File: src/rtl/conv2_window_gen.sv
// conv2_window_gen: turns a raster stream of pixel words into 3x3 windows.
// Two line buffers hold the previous two rows; a 3x3 shift array forms the
// window, and a single output stage gives valid/ready flow control.
module conv2_window_gen #(
  parameter  int DATA_W = 32,
  parameter  int IMG_W  = 14,
  parameter  int IMG_H  = 14,
  localparam int RW     = $clog2(IMG_H),
  localparam int CW     = $clog2(IMG_W)
) (
  input  logic                   clk,
  input  logic                   rst_n,
  input  logic                   start,
  output logic                   busy,
  input  logic [DATA_W-1:0]      in_data,
  input  logic                   in_valid,
  output logic                   in_ready,
  output logic [8:0][DATA_W-1:0] data_out,
  output logic                   out_valid,
  input  logic                   out_ready,
  output logic [RW-1:0]          out_row,
  output logic [CW-1:0]          out_col,
  output logic                   frame_done
);

  typedef enum logic [1:0] {IDLE, RUN, DRAIN} state_e;

  localparam logic [RW-1:0] R_LAST = RW'(IMG_H - 1);
  localparam logic [CW-1:0] C_LAST = CW'(IMG_W - 1);

  state_e                   state_q, state_d;
  logic [RW-1:0]            r_q, r_d;
  logic [CW-1:0]            c_q, c_d;
  logic [DATA_W-1:0]        lb0_q [IMG_W];  // row r-1
  logic [DATA_W-1:0]        lb1_q [IMG_W];  // row r-2
  logic [8:0][DATA_W-1:0]   win_q, win_d;
  logic                     ov_q, ov_d;
  logic [RW-1:0]            orow_q, orow_d;
  logic [CW-1:0]            ocol_q, ocol_d;
  logic                     accept, last_pix, emit;

  assign accept   = in_valid & in_ready;
  assign last_pix = (r_q == R_LAST) && (c_q == C_LAST);
  // Columns 0-1 only refill the array; a window needs two rows above too.
  assign emit     = accept && (r_q >= RW'(2)) && (c_q >= CW'(2));

  assign data_out  = win_q;
  assign out_valid = ov_q;
  assign out_row   = orow_q;
  assign out_col   = ocol_q;

  // State register
  always_ff @(posedge clk or negedge rst_n) begin
    if (!rst_n) state_q <= IDLE;
    else        state_q <= state_d;
  end

  // Next-state logic; start only matters in IDLE
  always_comb begin
    state_d = state_q;
    case (state_q)
      IDLE:    if (start) state_d = RUN;
      RUN:     if (accept && last_pix) state_d = DRAIN;
      DRAIN:   if (ov_q && out_ready) state_d = IDLE;
      default: state_d = IDLE;
    endcase
  end

  // FSM outputs; the final window taken in DRAIN is the end of the frame
  always_comb begin
    busy       = (state_q != IDLE);
    in_ready   = (state_q == RUN) && (!ov_q || out_ready);
    frame_done = (state_q == DRAIN) && ov_q && out_ready;
  end

  // Datapath next state: raster counters, window shift, output stage
  always_comb begin
    r_d    = r_q;
    c_d    = c_q;
    win_d  = win_q;
    ov_d   = ov_q;
    orow_d = orow_q;
    ocol_d = ocol_q;
    if (state_q == IDLE && start) begin
      r_d = '0;
      c_d = '0;
    end else if (accept) begin
      if (c_q == C_LAST) begin
        c_d = '0;
        r_d = r_q + RW'(1);
      end else begin
        c_d = c_q + CW'(1);
      end
    end
    if (accept) begin
      win_d[0] = win_q[1]; win_d[1] = win_q[2]; win_d[2] = lb1_q[c_q];
      win_d[3] = win_q[4]; win_d[4] = win_q[5]; win_d[5] = lb0_q[c_q];
      win_d[6] = win_q[7]; win_d[7] = win_q[8]; win_d[8] = in_data;
    end
    // A take and a fresh load in the same cycle keep out_valid high.
    if (emit) begin
      ov_d   = 1'b1;
      orow_d = r_q - RW'(2);
      ocol_d = c_q - CW'(2);
    end else if (out_ready) begin
      ov_d   = 1'b0;
    end
  end

  // Datapath registers
  always_ff @(posedge clk or negedge rst_n) begin
    if (!rst_n) begin
      r_q    <= '0;
      c_q    <= '0;
      win_q  <= '0;
      ov_q   <= 1'b0;
      orow_q <= '0;
      ocol_q <= '0;
    end else begin
      r_q    <= r_d;
      c_q    <= c_d;
      win_q  <= win_d;
      ov_q   <= ov_d;
      orow_q <= orow_d;
      ocol_q <= ocol_d;
    end
  end

  // Line buffers: row r-1 ages into row r-2 as the new pixel lands
  always_ff @(posedge clk or negedge rst_n) begin
    if (!rst_n) begin
      for (int i = 0; i < IMG_W; i++) begin
        lb0_q[i] <= '0;
        lb1_q[i] <= '0;
      end
    end else if (accept) begin
      lb1_q[c_q] <= lb0_q[c_q];
      lb0_q[c_q] <= in_data;
    end
  end

endmodule

File: config.mk
export PLATFORM = sky130hd
export DESIGN_NAME = conv2_window_gen
export DESIGN_NICKNAME = d
export VERILOG_FILES = /design/src/rtl/conv2_window_gen.sv
export SDC_FILE = /design/constraint.sdc
export NUM_CORES = 2
export LEC_CHECK = 0
export ABC_CLOCK_PERIOD_IN_PS = 5700
export CORE_MARGIN = 1.5
export CORE_UTILIZATION = 53
export CTS_CLUSTER_SIZE = 14
export DETAILED_ROUTE_END_ITERATION = 10
export PLACE_DENSITY = 0.76
export SLEW_MARGIN = 20
export SYNTH_ARGS = -nofsm -noshare
export SYNTH_HDL_FRONTEND = slang
export SYNTH_SLANG_ARGS = --single-unit
File: constraint.sdc
create_clock -name clk -period 5.7 [get_ports clk]
set_input_delay 1.14 -clock clk [delete_from_list [all_inputs] [get_ports clk]]
set_output_delay 1.14 -clock clk [all_outputs]
set_load 0.03 [all_outputs]
==> impl_summary.md <==
Clock network
The CTS clock-pin slew for the worst setup and hold paths is 60 ps. The number of gates resized after CTS was 0. The number of clock sinks is 1203.

The H-tree was split into 3 levels. The number of buffers on the longest clock path is 3. The post-CTS setup-driven buffer insertion count is 0. The post-cts hold buffer count is 0. In this run, CTS created clock tree buffers numbering about 120.

The clock tree from TritonCTS is yes. The clock reaches the later pin of the worst-skew pair after around 700 ps. Clock tree synthesis selected as its root buffer the cell sky130_fd_sc_hd__clkbuf_16.

Pwr
In this run, the clock network consumes 22.1% of the power. Summing internal, switching and leakage power gives 36.7 mW. The switching power share of the total is 36.3%. IR analysis of the VDD net gives a maximum drop of between 0.0005 and 0.0006 V. Power spread over the standard cell area amounts to 606 nW/µm². The power dissipated by switching net loads is 13.3 mW. The share of power burned in registers is 39.6%. Internal power comes to 23.4 mW. In this run the static leakage power is 28.2 nW. The share of total power in combinational logic is 38.3%.

Logic synthesis
The number of instances in the synthesized netlist is 4107. The area fraction in compound gates after synthesis is about 3.5%. After Yosys synthesis, and, or, nand and nor cells account for 9.01% of the synthesized area.

The mapped netlist covers 52100 µm². The mean area per synthesized cell is 12.7 µm². In the synthesized netlist the dominant register cell turns out to be sky130_fd_sc_hd__dfrtp_1. After synthesis, the largest family of logic cells by area is multiplexers. The post-synthesis sequential area ratio is 57.8%.

By area the synthesized netlist is led by sky130_fd_sc_hd__dfrtp_1, sky130_fd_sc_hd__mux2_2, sky130_fd_sc_hd__nand2_1. Synthesis produced a netlist with a net count of between 4000 and 5000. After Yosys synthesis, full adders, half adders and majority gates account for 0.168% of the synthesized area.

Of all cell types, the one taking the most synthesized area is sky130_fd_sc_hd__dfrtp_1. The number of warnings printed during yosys synthesis is 0. In the synthesized netlist, mux cells make up 26.7% of the area.

The number of register bits inferred by synthesis is about 1200. The number of synthesized flops with an enable pin is 0. The share of synthesized area in the top cell type comes to 57.8%. The share of flip-flops with an asynchronous set or reset after synthesis is 100%.

In this run, distinct cell masters in the synthesized netlist total between 50 and 60. After Yosys synthesis, XOR and XNOR cells account for 0.0505% of the synthesized area.

STA
The worst path meets setup with approximately 1700 ps of slack. The final number of setup-violating endpoints is 0. Setup total negative slack on the finished layout was measured at 0 ps.

The final number of max-transition violations is 0. After layout, the worst path uses between 70 and 80% of the clock period. The final clock skew is 27.4 ps. The relative slew slack is 19.6%. After layout, the minimum clock period comes to 4020 ps. Static timing analysis puts the maximum clock frequency at 0.249 GHz. Setup repair after global routing left no endpoint under its margin.

The number of failing hold endpoints at the final stage was 0. Across all hold checks on the routed design, the worst slack comes to around 470 ps. The transition time at the pin with the least slew margin is 1210 ps.

Placement
Buffers placed on the I/O ports in this run total 336. The estimated wirelength of the detail-placed design is just under 80 mm. The congestion estimate from routability-driven global placement came to 0.789. The post-place setup slack is 1280 ps.

Setup path
STA classifies the critical path startpoint as an input port. The critical setup path kind is in -> out. In this run the worst path has a maximum fanout of 6.

Data on the critical path is required at its endpoint by between 4000 and 5000 ps. The data arrival time of the worst path is 2880 ps. The worst setup path is captured at a primary output.

Layout
Relative to the synthesized area, the layout overhead comes to 16.4%. Of the cells placed in the final design, the portion with a size suffix greater than 1 is 27.0%. The final layout net count is 4376.

The area of combinational cells with multiple inputs is approximately 21000 µm². The core utilization of the finished layout is 62.4%. The sequential standard cell area is 30100 µm². The count of fill cells added during filler insertion is about 7400.

Die
The core region is roughly 97000 µm². The overall die width is ~320 µm. The effective utilization at floorplan is roughly 54%. Pin placement for this block handled 337 I/O pins. The die footprint is 100000 µm². In this run the core area contains 114 standard-cell rows. In this run the vertical extent of the chip is 316 µm.

Global route
Global routing consumed, over all layers together, ~27% of the routing resources. The pin count of the biggest net entering global routing is 179. The total congestion overflow after global routing is 0. The first global-routing pass estimated 208 mm of wire. The number of antenna violations at the first check in global routing is 4. The number of global-route vias before repair is 34615.

Route
In this run, the number of DRC markers left after iteration 0 of detailed routing was 2668. The detailed-route wire length per cell is between 20 and 25 µm. The detail route stage leaves a number of antenna-violating nets equal to 0.

The via density per instance is 5.87. The final layout contains routed wiring with a total length of ~130 mm. The number of iterations in the first detailed-routing pass is 5. The post-detailed-route DRC marker count is 0. The overall via count from detail_route is 33518.

Run
The max-capacitance violation count is 0.

Min path
The class of the worst hold path is reg -> reg.

Status
The flow ran to the end, and the final reports show no timing, DRC or antenna violations.
-- per-layer routing --
layer,part of all wire [%],vias to the layer above,global-route usage [%]
met5,0,-,0
met4,1.8,0,6.73
met3,6.4,159,4.36
met2,45,1016,41.0
met1,46,17608,40.4
li1,-,14735,-
-- cells in the mapped netlist, types with 2 or more instances --
| cell | number |
|---|---|
| sky130_fd_sc_hd__a21oi_1 | 99 |
| sky130_fd_sc_hd__a221oi_1 | 27 |
| sky130_fd_sc_hd__a31o_2 | 2 |
| sky130_fd_sc_hd__a31oi_1 | 28 |
| sky130_fd_sc_hd__buf_1 | 19 |
| sky130_fd_sc_hd__buf_2 | 96 |
| sky130_fd_sc_hd__buf_4 | 14 |
| sky130_fd_sc_hd__buf_6 | 12 |
| sky130_fd_sc_hd__clkbuf_1 | 156 |
| sky130_fd_sc_hd__dfrtp_1 | 1203 |
| sky130_fd_sc_hd__ha_1 | 7 |
| sky130_fd_sc_hd__inv_1 | 10 |
| sky130_fd_sc_hd__mux2_1 | 19 |
| sky130_fd_sc_hd__mux2_2 | 794 |
| sky130_fd_sc_hd__mux2i_1 | 204 |
| sky130_fd_sc_hd__mux4_2 | 120 |
| sky130_fd_sc_hd__nand2_1 | 818 |
| sky130_fd_sc_hd__nand2b_1 | 33 |
| sky130_fd_sc_hd__nand3_1 | 3 |
| sky130_fd_sc_hd__nand3b_1 | 2 |
| sky130_fd_sc_hd__nor2_1 | 187 |
| sky130_fd_sc_hd__nor2b_1 | 5 |
| sky130_fd_sc_hd__nor3_1 | 34 |
| sky130_fd_sc_hd__nor3_2 | 3 |
| sky130_fd_sc_hd__nor3_4 | 2 |
| sky130_fd_sc_hd__nor4_1 | 2 |
| sky130_fd_sc_hd__o21ai_0 | 92 |
| sky130_fd_sc_hd__o21ai_1 | 2 |
| sky130_fd_sc_hd__o22a_1 | 5 |
| sky130_fd_sc_hd__o22ai_1 | 13 |
| sky130_fd_sc_hd__o31a_1 | 32 |
| sky130_fd_sc_hd__or2_2 | 2 |
| sky130_fd_sc_hd__or3_1 | 40 |
| sky130_fd_sc_hd__or3b_2 | 2 |
| sky130_fd_sc_hd__or4_1 | 3 |
| sky130_fd_sc_hd__xor2_1 | 2 |
-- final cells by class --
cell class | count | area share, %
Antenna cell | 3 | 0.0124
Clock buffer | 183 | 5.92
Clock inverter | 36 | 0.804
Inverter | 10 | 0.0640
Multi-Input combinational cell | 2597 | 34.1
Sequential cell | 1203 | 49.7
Tap cell | 1276 | 2.64
Timing Repair Buffer | 399 | 6.78
-- registers in the layout, indices dropped and copies added, names as in the netlist --
name and flops:
out_row 4, data_out 288, out_col 4, c_q 4, state_q 2, out_valid 1, lb0_q 448, r_q 4
lb1_q 448
-- cell usage in the layout (no fill, tap or decap), drive strengths merged, types with 28 or more instances in the layout --
cell type,Yosys,routed
buf,141,64
o31a,32,32
clkbuf,156,183
nor2,188,188
a31oi,28,28
mux4,120,120
mux2,813,813
nand2,818,818
a21oi,99,99
clkdlybuf4s50,0,335
dfrtp,1203,1203
or3,40,40
nor3,39,39
nand2b,34,34
o21ai,94,94
mux2i,204,204
-- metrics by stage --
step | cells | area, µm²
finish | 5707 | 60600
global route | 5707 | 60600
CTS | 5703 | 60500
detailed placement | 5484 | 56400
global placement | 5484 | 56400
floorplan | 4107 | 52100
-- worst max-delay path, stage by stage --
cell	delay (ps)
sky130_fd_sc_hd__clkdlybuf4s50_1	440
sky130_fd_sc_hd__nor2b_1	530
sky130_fd_sc_hd__nor2_1	130
sky130_fd_sc_hd__clkdlybuf4s50_1	640
-- final timing paths --
kind / slack, ps / to / startpoint / cells after the start
max: 1680 / in_ready / out_ready / 4
min: 470 / data_out[116]$_DFFE_PN0P_ / data_out[116]$_DFFE_PN0P_ / 2
max reg2reg: 2120 / lb1_q[416]$_DFFE_PN0P_ / c_q[0]$_DFFE_PN0P_ / 5
min reg2reg: 470 / data_out[116]$_DFFE_PN0P_ / data_out[116]$_DFFE_PN0P_ / 2
max in group asynchronous: 3890 / lb0_q[170]$_DFFE_PN0P_ / rst_n / 2
min in group asynchronous: 480 / lb0_q[251]$_DFFE_PN0P_ / rst_n / 1
-- power by group through the flow --
stage / clock (mW) / sequential [mW] / combinational (mW)
after floorplan: 0 / 15.5 / 7.94
after global placement: 0 / 14.4 / 13.6
after detailed placement: 0 / 14.6 / 14.0
after CTS: 8.24 / 14.5 / 14.1
after global routing: 8.60 / 15.0 / 15.0
final: 8.11 / 14.6 / 14.0
-- cells by family after synthesis --
group,Yosys count
AOI/OAI and AO/OA,303
xor gates and xnor gates,3
adders and majority gates,7
buffers and inverters,307
DFF,1203
muxes,1137
and+or+nand+nor,1147
Power figures use the tool's default switching activity.
